## src/rtl/ram_load_controller_pkg.sv

```systemverilog
// Shared types and default widths for the RAM load controller and its neighbours.
package ram_load_controller_pkg;

  localparam int DEF_ADDR_W = 4;
  localparam int DEF_DATA_W = 8;

  typedef enum logic [2:0] {
    ST_IDLE    = 3'd0,
    ST_WRITE   = 3'd1,
    ST_VERIFY  = 3'd2,
    ST_RELEASE = 3'd3,
    ST_DONE    = 3'd4,
    ST_FAULT   = 3'd5
  } state_t;

endpackage

```

## src/rtl/ram_load_controller_port_mux.sv

```systemverilog
// Combinational RAM-port select: the CPU drives the RAM unless the controller owns it.
module ram_load_controller_port_mux
  import ram_load_controller_pkg::*;
#(
  parameter int ADDR_W = DEF_ADDR_W,
  parameter int DATA_W = DEF_DATA_W
) (
  input  logic              i_ctrl_own,
  input  logic              i_cpu_we,
  input  logic [ADDR_W-1:0] i_cpu_addr,
  input  logic [DATA_W-1:0] i_cpu_wdata,
  input  logic              i_ctrl_we,
  input  logic [ADDR_W-1:0] i_ctrl_addr,
  input  logic [DATA_W-1:0] i_ctrl_wdata,
  output logic              o_ram_we,
  output logic [ADDR_W-1:0] o_ram_addr,
  output logic [DATA_W-1:0] o_ram_wdata
);

  // When the controller owns the port the CPU write enable is dropped entirely.
  always_comb begin
    if (i_ctrl_own) begin
      o_ram_we    = i_ctrl_we;
      o_ram_addr  = i_ctrl_addr;
      o_ram_wdata = i_ctrl_wdata;
    end else begin
      o_ram_we    = i_cpu_we;
      o_ram_addr  = i_cpu_addr;
      o_ram_wdata = i_cpu_wdata;
    end
  end

endmodule

```

## src/rtl/ram_load_controller.sv

```systemverilog
// RAM load controller: freezes the CPU, streams a program image into RAM,
// reads it back to verify the checksum, then pulses CPU reset and releases the port.
//
// Host handshake: a byte transfers on a rising fastClk edge where in_valid and
// in_ready are both high; the host holds in_data stable while in_valid is high
// and not yet accepted; in_ready never depends on in_valid.
module ram_load_controller
  import ram_load_controller_pkg::*;
#(
  parameter int ADDR_W  = DEF_ADDR_W,
  parameter int DATA_W  = DEF_DATA_W,
  parameter int DEPTH   = 16,
  parameter int RST_CYC = 2
) (
  input  logic              fastClk,
  input  logic              rst,
  input  logic              load_start,
  input  logic              load_abort,
  input  logic              in_valid,
  input  logic [DATA_W-1:0] in_data,
  output logic              in_ready,
  input  logic              cpu_we,
  input  logic [ADDR_W-1:0] cpu_addr,
  input  logic [DATA_W-1:0] cpu_wdata,
  output logic [DATA_W-1:0] cpu_rdata,
  output logic              ram_we,
  output logic [ADDR_W-1:0] ram_addr,
  output logic [DATA_W-1:0] ram_wdata,
  input  logic [DATA_W-1:0] ram_rdata,
  output logic              cpu_hold,
  output logic              cpu_rst,
  output logic              busy,
  output logic              done,
  output logic              err,
  output logic [DATA_W-1:0] checksum,
  output logic [2:0]        dbg_state
);

  // Counters carry one extra bit so a full 2**ADDR_W load ends without wrapping.
  localparam int CNT_W = ADDR_W + 1;
  localparam int RC_W  = (RST_CYC > 1) ? $clog2(RST_CYC) : 1;

  state_t            r_state;
  logic [CNT_W-1:0]  r_wr_cnt;
  logic [CNT_W-1:0]  r_rd_cnt;
  logic [DATA_W-1:0] r_vsum;
  logic [DATA_W-1:0] r_checksum;
  logic [RC_W-1:0]   r_rst_cnt;
  logic              r_in_ready;
  logic              r_cpu_hold;
  logic              r_cpu_rst;
  logic              r_busy;
  logic              r_done;
  logic              r_err;

  logic              w_accept;
  logic              w_ctrl_own;
  logic [ADDR_W-1:0] w_ctrl_addr;
  logic [DATA_W-1:0] w_vsum_next;

  assign w_accept    = (r_state == ST_WRITE) && r_in_ready && in_valid;
  assign w_ctrl_own  = !((r_state == ST_IDLE) || (r_state == ST_DONE));
  assign w_ctrl_addr = (r_state == ST_VERIFY) ? r_rd_cnt[ADDR_W-1:0] : r_wr_cnt[ADDR_W-1:0];
  assign w_vsum_next = r_vsum + ram_rdata;

  ram_load_controller_port_mux #(
    .ADDR_W (ADDR_W),
    .DATA_W (DATA_W)
  ) u_port_mux (
    .i_ctrl_own   (w_ctrl_own),
    .i_cpu_we     (cpu_we),
    .i_cpu_addr   (cpu_addr),
    .i_cpu_wdata  (cpu_wdata),
    .i_ctrl_we    (w_accept),
    .i_ctrl_addr  (w_ctrl_addr),
    .i_ctrl_wdata (in_data),
    .o_ram_we     (ram_we),
    .o_ram_addr   (ram_addr),
    .o_ram_wdata  (ram_wdata)
  );

  // Load sequencer: state, counters, checksum and registered status flags.
  always_ff @(posedge fastClk) begin
    if (rst) begin
      r_state    <= ST_IDLE;
      r_wr_cnt   <= '0;
      r_rd_cnt   <= '0;
      r_vsum     <= '0;
      r_checksum <= '0;
      r_rst_cnt  <= '0;
      r_in_ready <= 1'b0;
      r_cpu_hold <= 1'b0;
      r_cpu_rst  <= 1'b0;
      r_busy     <= 1'b0;
      r_done     <= 1'b0;
      r_err      <= 1'b0;
    end else begin
      case (r_state)
        ST_IDLE, ST_DONE, ST_FAULT: begin
          // A simultaneous abort suppresses the start request.
          if (load_start && !load_abort) begin
            r_state    <= ST_WRITE;
            r_wr_cnt   <= '0;
            r_checksum <= '0;
            r_done     <= 1'b0;
            r_err      <= 1'b0;
            r_cpu_hold <= 1'b1;
            r_busy     <= 1'b1;
            r_in_ready <= 1'b1;
          end
        end
        ST_WRITE: begin
          // An accepted byte always counts, even when it arrives with an abort.
          if (w_accept) begin
            r_checksum <= r_checksum + in_data;
            r_wr_cnt   <= r_wr_cnt + 1'b1;
          end
          if (load_abort) begin
            r_state    <= ST_FAULT;
            r_err      <= 1'b1;
            r_busy     <= 1'b0;
            r_in_ready <= 1'b0;
          end else if (w_accept && (r_wr_cnt == CNT_W'(DEPTH - 1))) begin
            r_state    <= ST_VERIFY;
            r_rd_cnt   <= '0;
            r_vsum     <= '0;
            r_in_ready <= 1'b0;
          end
        end
        ST_VERIFY: begin
          // Read data lags the address by one cycle, so summing starts at rd_cnt=1.
          if (r_rd_cnt != '0) begin
            r_vsum <= w_vsum_next;
          end
          if (r_rd_cnt != CNT_W'(DEPTH)) begin
            r_rd_cnt <= r_rd_cnt + 1'b1;
          end
          if (load_abort) begin
            r_state <= ST_FAULT;
            r_err   <= 1'b1;
            r_busy  <= 1'b0;
          end else if (r_rd_cnt == CNT_W'(DEPTH)) begin
            if (w_vsum_next == r_checksum) begin
              r_state   <= ST_RELEASE;
              r_cpu_rst <= 1'b1;
              r_rst_cnt <= '0;
            end else begin
              r_state <= ST_FAULT;
              r_err   <= 1'b1;
              r_busy  <= 1'b0;
            end
          end
        end
        ST_RELEASE: begin
          if (r_rst_cnt == RC_W'(RST_CYC - 1)) begin
            r_state    <= ST_DONE;
            r_cpu_rst  <= 1'b0;
            r_cpu_hold <= 1'b0;
            r_busy     <= 1'b0;
            r_done     <= 1'b1;
          end else begin
            r_rst_cnt <= r_rst_cnt + 1'b1;
          end
        end
        default: begin
          r_state <= ST_IDLE;
        end
      endcase
    end
  end

  assign in_ready  = r_in_ready;
  assign cpu_rdata = ram_rdata;
  assign cpu_hold  = r_cpu_hold;
  assign cpu_rst   = r_cpu_rst;
  assign busy      = r_busy;
  assign done      = r_done;
  assign err       = r_err;
  assign checksum  = r_checksum;
  assign dbg_state = r_state;

endmodule

```

## config.mk

```make
export PLATFORM = sky130hd
export DESIGN_NAME = ram_load_controller
export DESIGN_NICKNAME = d
export VERILOG_FILES = /design/src/rtl/ram_load_controller_pkg.sv /design/src/rtl/ram_load_controller_port_mux.sv /design/src/rtl/ram_load_controller.sv
export SDC_FILE = /design/constraint.sdc
export NUM_CORES = 1
export LEC_CHECK = 0
export CAP_MARGIN = 20
export CORE_MARGIN = 3
export CORE_UTILIZATION = 40
export CTS_CLUSTER_SIZE = 8
export DETAILED_ROUTE_END_ITERATION = 10
export PLACE_DENSITY_LB_ADDON = 0.2
export SLEW_MARGIN = 25
export SYNTH_ARGS = -nofsm -noshare
export SYNTH_HDL_FRONTEND = slang
export SYNTH_SLANG_ARGS = --single-unit
```

## constraint.sdc

```tcl
create_clock -name fastClk -period 2.75 [get_ports fastClk]
set_input_delay 0.275 -clock fastClk [delete_from_list [all_inputs] [get_ports fastClk]]
set_output_delay 0.275 -clock fastClk [all_outputs]
set_load 0.02 [all_outputs]
```

### Word-level counts from Yosys, hierarchy flattened

Index checks and enable logic that the tools add are counted.

| storage, ports and cells | value |
|---|---|
| register bits | 36 |
| bits of input ports | 34 |
| word-level logic and storage cells | 119 |

| operators by class | value |
|---|---|
| equal/unequal tests | 23 |
| reductions and logical operators | 25 |
| multiplexer cells | 54 |
| add/sub/neg operators | 5 |

Operator list:

| operator | number |
|---|---|
| $mux W8 | 6 |
| $pmux W8 S2 | 2 |
| $mux W5 | 5 |
| $mux W1 | 22 |
| $mux W3 | 7 |
| $pmux W5 S2 | 2 |
| $add A8 B8 Y8 | 2 |
| $reduce_and A4 Y1 | 4 |
| $ne A2 B1 Y1 const B | 6 |
| $pmux W3 S4 | 1 |
| $add A5 B1 Y5 const B | 2 |
| $ne A2 B2 Y1 const B | 5 |
| $pmux W1 S2 | 5 |
| $reduce_and A5 Y1 | 2 |
| $reduce_and A3 Y1 | 3 |
| $eq A8 B8 Y1 | 1 |
| $mux W4 | 2 |
| $reduce_bool A2 Y1 | 4 |
| $eq A3 B2 Y1 const B | 2 |
| $eq A3 B3 Y1 const B | 2 |
| $ne A3 B2 Y1 const B | 2 |
| $reduce_and A6 Y1 | 1 |
| $eq A5 B4 Y1 const B | 1 |
| $eq A5 B5 Y1 const B | 1 |
| 14 further kinds | 17 |

### Logic depth before layout (Yosys ltp)

Gate-level depths: netlist (run 1).

| depth | value |
|---|---|
| depth after elaboration | 7 |
| mapped depth | 9 |

### Modules after synthesis

From an unflattened synthesis (run 1), not the netlist that was laid out.

| unflattened totals | value |
|---|---|
| cells, all modules | 356 |
| area total of the unflattened synthesis | 2991.6 um^2 |

By module, submodules not included:

| module | instances | area an instance (um^2) | cells each |
|---|---|---|---|
| ram_load_controller | 1 | 2796.4 | 342 |
| ram_load_controller_port_mux | 1 | 195.2 | 14 |

### Least setup slack after synthesis (run 1)

No wires, ideal clock.

| timing path | value |
|---|---|
| kind | register to register |
| start | register r_vsum[0] |
| end | register r_state[2] (netlist: dbg_state[2]) |
| slack | 0.427 ns |
| required time | 2.628 ns |
| clock period less this slack | 2.323 ns |
| arrival time | 2.202 ns |
| cell stages (with the launch flop) | 9 |
| buffers on the path | 0 |
| cell sequence | dfxtp_1 > ha_1 > fa_1 > a21oi_1 > o21ai_1 > a21oi_1 > xnor3_1 > nand4b_1 > o311a_1 |

| on the way | value |
|---|---|
| word-level cells in the longest chain between the ends | 6 |

Ends and longest elaborated chain:

| what | line | RTL |
|---|---|---|
| start: declaration | ram_load_controller.sv:46 | `logic [DATA_W-1:0] r_vsum;` |
| start signal: assignment | ram_load_controller.sv:133 | `r_vsum <= w_vsum_next;` |
| $add A8 B8 Y8 | ram_load_controller.sv:64 | `assign w_vsum_next = r_vsum + ram_rdata;` |
| $eq A8 B8 Y1 | ram_load_controller.sv:143 | `if (w_vsum_next == r_checksum) begin` |
| $mux W3 | ram_load_controller.sv:143 |  |
| $mux W3 | ram_load_controller.sv:142 | `end else if (r_rd_cnt == CNT_W'(DEPTH)) begin` |
| $mux W3 | ram_load_controller.sv:138 | `if (load_abort) begin` |
| $pmux W3 S4 | ram_load_controller.sv:98 | `case (r_state)` |
| end signal: assignment | ram_load_controller.sv:102 | `r_state <= ST_WRITE;` |
| end signal: assignment | ram_load_controller.sv:139 | `r_state <= ST_FAULT;` |
| end signal: assignment | ram_load_controller.sv:144 | `r_state <= ST_RELEASE;` |
| end: declaration | ram_load_controller.sv:43 | `state_t r_state;` |

Every way passes these cells. The select of a mux whose other input is x is not followed.
A chain may end at the register's enable or synchronous reset.

### Worst setup path in the final report (run 1)

| timing path | value |
|---|---|
| start | input port ram_rdata[0] |
| end | register r_state[2] (netlist: dbg_state[2]) |

| on the way | value |
|---|---|
| word-level cells in the longest chain between the ends | 6 |

Ends and longest elaborated chain:

| what | line | RTL |
|---|---|---|
| start: declaration | ram_load_controller.sv:29 | `input logic [DATA_W-1:0] ram_rdata,` |
| $add A8 B8 Y8 | ram_load_controller.sv:64 |  |
| $eq A8 B8 Y1 | ram_load_controller.sv:143 |  |
| $mux W3 | ram_load_controller.sv:143 |  |
| $mux W3 | ram_load_controller.sv:142 |  |
| $mux W3 | ram_load_controller.sv:138 |  |
| $pmux W3 S4 | ram_load_controller.sv:98 |  |

Every way passes these cells. The select of a mux whose other input is x is not followed.

==> impl_metrics.ini, run 1 <==
[yosys]
synthArstFlopShare_pct = 0
synth_most_common_cell = dfxtp_1
syn-cell-area_um2 = 2520
syn-num-nets = 357
synth_edf_count = 0
ys_top_cells_by_area = dfxtp_1 29%, ha_1 8.9%, a21oi_1 5.7%
ys_warn_count = 0
synth_commonest_cells = 36 x dfxtp_1, 31 x nor2_1, 30 x nand2_1
synth_seq_cells = 36
synth_mux_area_share_pct = 5.15
synth_xor_area_share_pct = 10.3
synth_top_area_share_pct = 28.5
synth.largest_area_cell = dfxtp_1
avgSynthCellArea_um2 = 8.33
synth_compound_area_share_pct = 18.1
ys_seq_area_share_pct = 28.5
synthAdderAreaFrac_pct = 10.5
yosysUniqueCellTypes = 52
synth_top_family_by_area = simple AND/OR/NAND/NOR gates
synth_ff_type = dfxtp_1
yosys.area_share.simple_pct = 22.0
syn-instance-count = 303

[place]
place_area_um2 = 3320
hpwl_um = 5130
port_buffers = 71
place_congestion = 0.851

[floorplanning]
die_h_um = 85.5
core_um2 = 6030
die_w_um = 85.5
dieArea_um2 = 7300
num_rows = 28
ios = 72
initial_utilization_pct = 41.9

[status]
status = completed

[layout]
layout-drive-gt1-share_pct = 9.31
stdcell_area_um2 = 3450
area_delta_synth_final_pct = 36.6
n_fill_cell = 564
antenna_cells = 0
regArea_um2 = 722
multi_input_area_um2 = 1670
post-route-util_pct = 57.2
fin_nets = 429

[sta]
relSlewSlack_pct = 54.2
skew_ns = 0.0133
final_hold_viol_count = 0
fin_crit_sh_pct = 93.2
final_max_slew_viol_count = 0
tns_ns = 0
setup_violations = 0
fmax_mhz = 390
tightest_slew_ns = 0.670
layout_min_cycle_time_ns = 2.56
rsz0062_at_grt = false

[routing]
drc = 0
avgViaCountPerCell = 5.41
first_pass_iters = 4
wl_um = 6610
drt_iter0_drc = 80
ant_nets = 0
vias = 2438
wire_per_inst_um = 14.7

[power_and_ir_drop]
p_int_w = 0.00104
p_seq_share_pct = 38.4
combPwrFrac_pct = 25.9
powerDensity_nw_per_um2 = 416
power.switching_w = 0.000397
netSwitchingFraction_pct = 27.7
clock_power_share_pct = 35.7
ir_drop_mv = 0.323
leakage_nw = 1.37

[grt]
grt_usage_pct = 18.7
grt_pass1_wl_um = 11000
antenna_found_initial = 0
grt_max_degree = 18
grt_overflow = 0
grt_pass1_vias = 2351

[clock_network]
ctsHoldBuffers = 0
postCtsSetupBuffers = 0
htreeDepth = 2
cts_buffers = 5
clk_latency_ns = 0.29
cts_tree = yes
clk_pin_slew_ns = 0.08
clkSinkCount = 36
root_buffer = clkbuf_8
cts_buffer_depth = 2

[worst_hold_path]
hold_path.class = register to register

[worst_setup_path]
worst_ep_required_time_ns = 2.93
worstPathMaxFanout = 6
endpoint_kind = register
critPathKind = input port to register
arrival_ns = 2.75
crit_path_start_kind = input port

[run]
drv_cap = 0
## cell type report
type                    instances  area share, %
inverters                       8          0.871
well taps                      75           2.72
repair buffers                 84           23.4
flip-flops and latches         36           20.9
multi-input cells             240           48.4
clock inverters                 1          0.871
clock buffers                   7           2.79
## path summary, 6_finish.rpt
kind,cells past startpoint,slack [ns],start,to
worst max-delay path,10,0.19,ram_rdata[0],dbg_state[2]$_SDFFE_PP0P_
worst min-delay path,2,0.46,r_vsum[0]$_SDFFE_PP0P_,r_vsum[0]$_SDFFE_PP0P_
worst max register to register,9,0.31,r_vsum[0]$_SDFFE_PP0P_,dbg_state[2]$_SDFFE_PP0P_
worst min register to register,2,0.46,r_vsum[0]$_SDFFE_PP0P_,r_vsum[0]$_SDFFE_PP0P_
## cell usage in the layout, fill, tap and decap left out, types with 8 or more instances in the layout
master           netlist  layout
clkdlybuf4s50_1        0      71
dfxtp_1               36      35
nor2_1                31      31
nand2_1               30      30
a21oi_1               29      29
nand3_1               19      19
ha_1                  18      18
xnor2_1               15      15
buf_4                  8      13
nor3_1                 9       9
inv_1                  8       8
mux2_2                 8       8
## metrics by stage
step                      hold WS (ns)  cells  setup WS (ns)  power [W]
after floorplan                  0.436    303          0.427   0.000771
after global placement           0.444    443        -0.0505   0.000932
after detailed placement         0.450    443         -0.105   0.000935
after CTS                        0.461    451         0.0877    0.00145
after global routing             0.485    451         0.0426    0.00150
final                            0.458    451          0.187    0.00144
## power groups by stage
| stage | Sequential (W) | Combinational (W) | Clock (W) |
|---|---|---|---|
| after CTS | 0.000551 | 0.000375 | 0.000521 |
| final | 0.000551 | 0.000371 | 0.000513 |
| after detailed placement | 0.000563 | 0.000373 | 0 |
| after floorplan | 0.000566 | 0.000205 | 0 |
| after global placement | 0.000563 | 0.000369 | 0 |
| after global routing | 0.000554 | 0.000405 | 0.000545 |
## flip-flops by register name (all words and copies together), names as in the netlist, 3 cells and up
register and flops:
checksum 8, r_vsum 8, r_rd_cnt 5, r_wr_cnt 5, dbg_state 3
## timing repair
item	in CTS	in global routing
gates resized for setup	0	1
endpoints found under the hold margin	0	0
endpoints found under the setup margin	0	3
## routing by layer
metal | GRT usage (%) | vias to the layer above | share of wire [%]
met3 | 4.76 | 9 | 6.8
li1 | - | 1224 | -
met2 | 30.2 | 77 | 45
met5 | 0 | - | 0
met1 | 24.8 | 1128 | 46
met4 | 5.18 | 0 | 1.3
## critical path, cell delays in order
cell	delay, ns
clkdlybuf4s50_1	0.42
ha_1	0.23
fa_1	0.39
a21oi_1	0.19
o21ai_1	0.08
a21oi_1	0.22
xnor3_1	0.24
nand4b_1	0.19
buf_4	0.18
o311a_1	0.33
## kinds of logic (layout without fill, tap and decap cells)
logic type                 Yosys count  after routing
AOI/OAI and AO/OA                   69             69
xor gates and xnor gates            25             25
adders and majority gates           20             20
buffers and inverters               27            100
DFF                                 36             36
muxes                               12             12
and+or+nand+nor                    114            114
(Power assumes the default switching activity.)
==> run 2: changes to the inputs <==
--- a/config.mk
+++ b/config.mk
@@ -6,10 +6,10 @@
 export NUM_CORES = 1
 export LEC_CHECK = 0
 export CAP_MARGIN = 20
-export CORE_MARGIN = 3
 export CORE_UTILIZATION = 40
 export CTS_CLUSTER_SIZE = 8
 export DETAILED_ROUTE_END_ITERATION = 10
+export MAX_ROUTING_LAYER = met4
 export PLACE_DENSITY_LB_ADDON = 0.2
 export SLEW_MARGIN = 25
 export SYNTH_ARGS = -nofsm -noshare
==> run 2 against run 1 <==
Clock-buffer cell count grew 1. First-iteration DRC count rose by 14%. Die area down 9.1%. Total power is 8.1% lower. Fmax increased by 0.51%. Clock skew is 0.0098 ns lower. Sequential cell count did not move. Register-to-register slack better by 0.03 ns. Worst hold slack worse by 0.0034 ns. Non-clock buffer count unchanged. Routed wire length decreased by 3.8%. Critical path type unchanged. Largest cell class unchanged. Highest routed layer unchanged.
==> impl_metrics.ini, run 2 (synthesized netlist as in run 1, its figures left out) <==
[clock_network]
root_buffer = clkbuf_8
clk_latency_ns = 0.29
postCtsSetupBuffers = 0
cts_buffers = 5
cts_tree = yes
clk_pin_slew_ns = 0.07
cts_buffer_depth = 2
clkSinkCount = 36
htreeDepth = 2
ctsHoldBuffers = 0

[sta]
layout_min_cycle_time_ns = 2.55
tns_ns = 0
fin_ws_ns = 0.200
setup_violations = 0
rsz0062_at_grt = false
final_max_slew_viol_count = 0
fmax_mhz = 392
fin_crit_sh_pct = 92.7
hold_ws_ns = 0.454
tightest_slew_ns = 0.695
relSlewSlack_pct = 52.4
final_hold_viol_count = 0
skew_ns = 0.00353

[layout]
n_fill_cell = 581
layout-drive-gt1-share_pct = 9.57
layout_common_cells = 71 x clkdlybuf4s50_1, 36 x dfxtp_1, 31 x nor2_1, 30 x nand2_1, 27 x a21oi_1
fin_nets = 429
area_delta_synth_final_pct = 35.8
stdcell_area_um2 = 3430
multi_input_area_um2 = 1690
regArea_um2 = 721
final_cells = 451
final_common_cell = clkdlybuf4s50_1
antenna_cells = 0

[grt]
grt_pass1_vias = 2215
antenna_found_initial = 0
grt_max_degree = 18
grt_overflow = 0
grt_usage_pct = 21.2
grt_pass1_wl_um = 10400

[worst_setup_path]
rr_worst_depth = 10
worstPathMaxFanout = 3
cp_common_cell = buf_4
cp_slowest_stage_delay_ns = 0.43
arrival_ns = 2.73
cp_top_family = buffers and inverters
crit_path_start_kind = input port
worst_ep_required_time_ns = 2.93
r2r-end = err$_SDFFE_PP0P_
endpoint = err$_SDFFE_PP0P_
endpoint_kind = register
critPathLaunch = ram_rdata[0]
r2r_setup_slack_ns = 0.34
path_buf_inv = 3
rr_startpoint = r_vsum[0]$_SDFFE_PP0P_
critPathKind = input port to register
worstSetupPathDepth = 11
cp_cell_sequence = clkdlybuf4s50_1 -> ha_1 -> fa_2 -> a21oi_2 -> buf_4 -> o21bai_1 -> xor2_1 -> xnor2_1 -> nand4b_1 -> buf_4 -> o31a_1
cp_slowest_cell = clkdlybuf4s50_1

[routing]
ant_nets = 0
vias = 2383
wire_per_inst_um = 14.1
first_pass_iters = 4
drt_iter0_drc = 91
avgViaCountPerCell = 5.28
wl_um = 6360
drc = 0

[place]
hpwl_um = 5000
dp_cells = 443
place_ws_ns = -0.209
place_congestion = 0.905
port_buffers = 71
place_area_um2 = 3320

[floorplanning]
num_rows = 28
dieArea_um2 = 6630
ios = 72
die_h_um = 81.5
core_um2 = 5990
initial_utilization_pct = 42.1
die_w_um = 81.5

[status]
status = completed

[power_and_ir_drop]
ir_drop_mv = 0.325
leakage_nw = 1.36
powerDensity_nw_per_um2 = 385

[worst_hold_path]
hold_path.class = register to register

[run]
drv_cap = 0
[run 2: worst register-to-register path: stages (launching register included)]
cell	delay [ns]
dfxtp_1	0.32
ha_1	0.21
fa_2	0.37
a21oi_2	0.16
buf_4	0.13
o21bai_1	0.06
xor2_1	0.24
xnor2_1	0.15
nand4b_1	0.22
buf_4	0.22
o31a_1	0.23
[run 2: area by class of cell]
cell class / count / share of cell area [%]
inverter: 8 / 0.876
sequential: 36 / 21.0
multi-input combinational: 240 / 49.2
clock buffer: 8 / 2.63
tap: 75 / 2.74
timing repair buffer: 84 / 23.6
[run 2: report_power, final]
group | internal [W] | total [W] | leakage, nW | switching, W
combinational | 0.000189 | 0.000376 | 1.02 | 0.000188
clock | 0.000205 | 0.000393 | 0.0455 | 0.000188
sequential | 0.000533 | 0.000550 | 0.291 | 0.0000168
total | 0.000926 | 0.00132 | 1.36 | 0.000393
[run 2: layer usage]
metal  track usage (%)  vias up  share of wire [%]
met4              7.86        0                1.4
met1              26.2     1084                 45
li1                  -     1231                  -
met2              34.8       61                 49
met3              3.11        7                4.2
met5                 -        -                  0
[run 2: metrics by stage]
stage                     power [W]  util (%)
final                       0.00132      57.2
after global routing        0.00139      57.2
after CTS                   0.00133      57.0
after detailed placement   0.000938      55.5
after global placement     0.000934      55.5
after floorplan            0.000771         -
[run 2: worst min path at each step]
stage	from	to	slack, ns	cells after the start
3_5_place_dp	r_vsum[5]$_SDFFE_PP0P_	r_vsum[5]$_SDFFE_PP0P_	0.45	2
5_1_grt	r_vsum[5]$_SDFFE_PP0P_	r_vsum[5]$_SDFFE_PP0P_	0.48	2
6_report	r_vsum[5]$_SDFFE_PP0P_	r_vsum[5]$_SDFFE_PP0P_	0.45	2
3_3_place_gp	r_vsum[5]$_SDFFE_PP0P_	r_vsum[5]$_SDFFE_PP0P_	0.44	2
4_1_cts	r_vsum[5]$_SDFFE_PP0P_	r_vsum[5]$_SDFFE_PP0P_	0.46	2
2_1_floorplan	r_vsum[6]$_SDFFE_PP0P_	r_vsum[6]$_SDFFE_PP0P_	0.44	2
[run 2: repair_timing]
action	CTS	global route
gates resized for setup	0	4
setup endpoints to repair	0	5
hold endpoints to repair	0	0
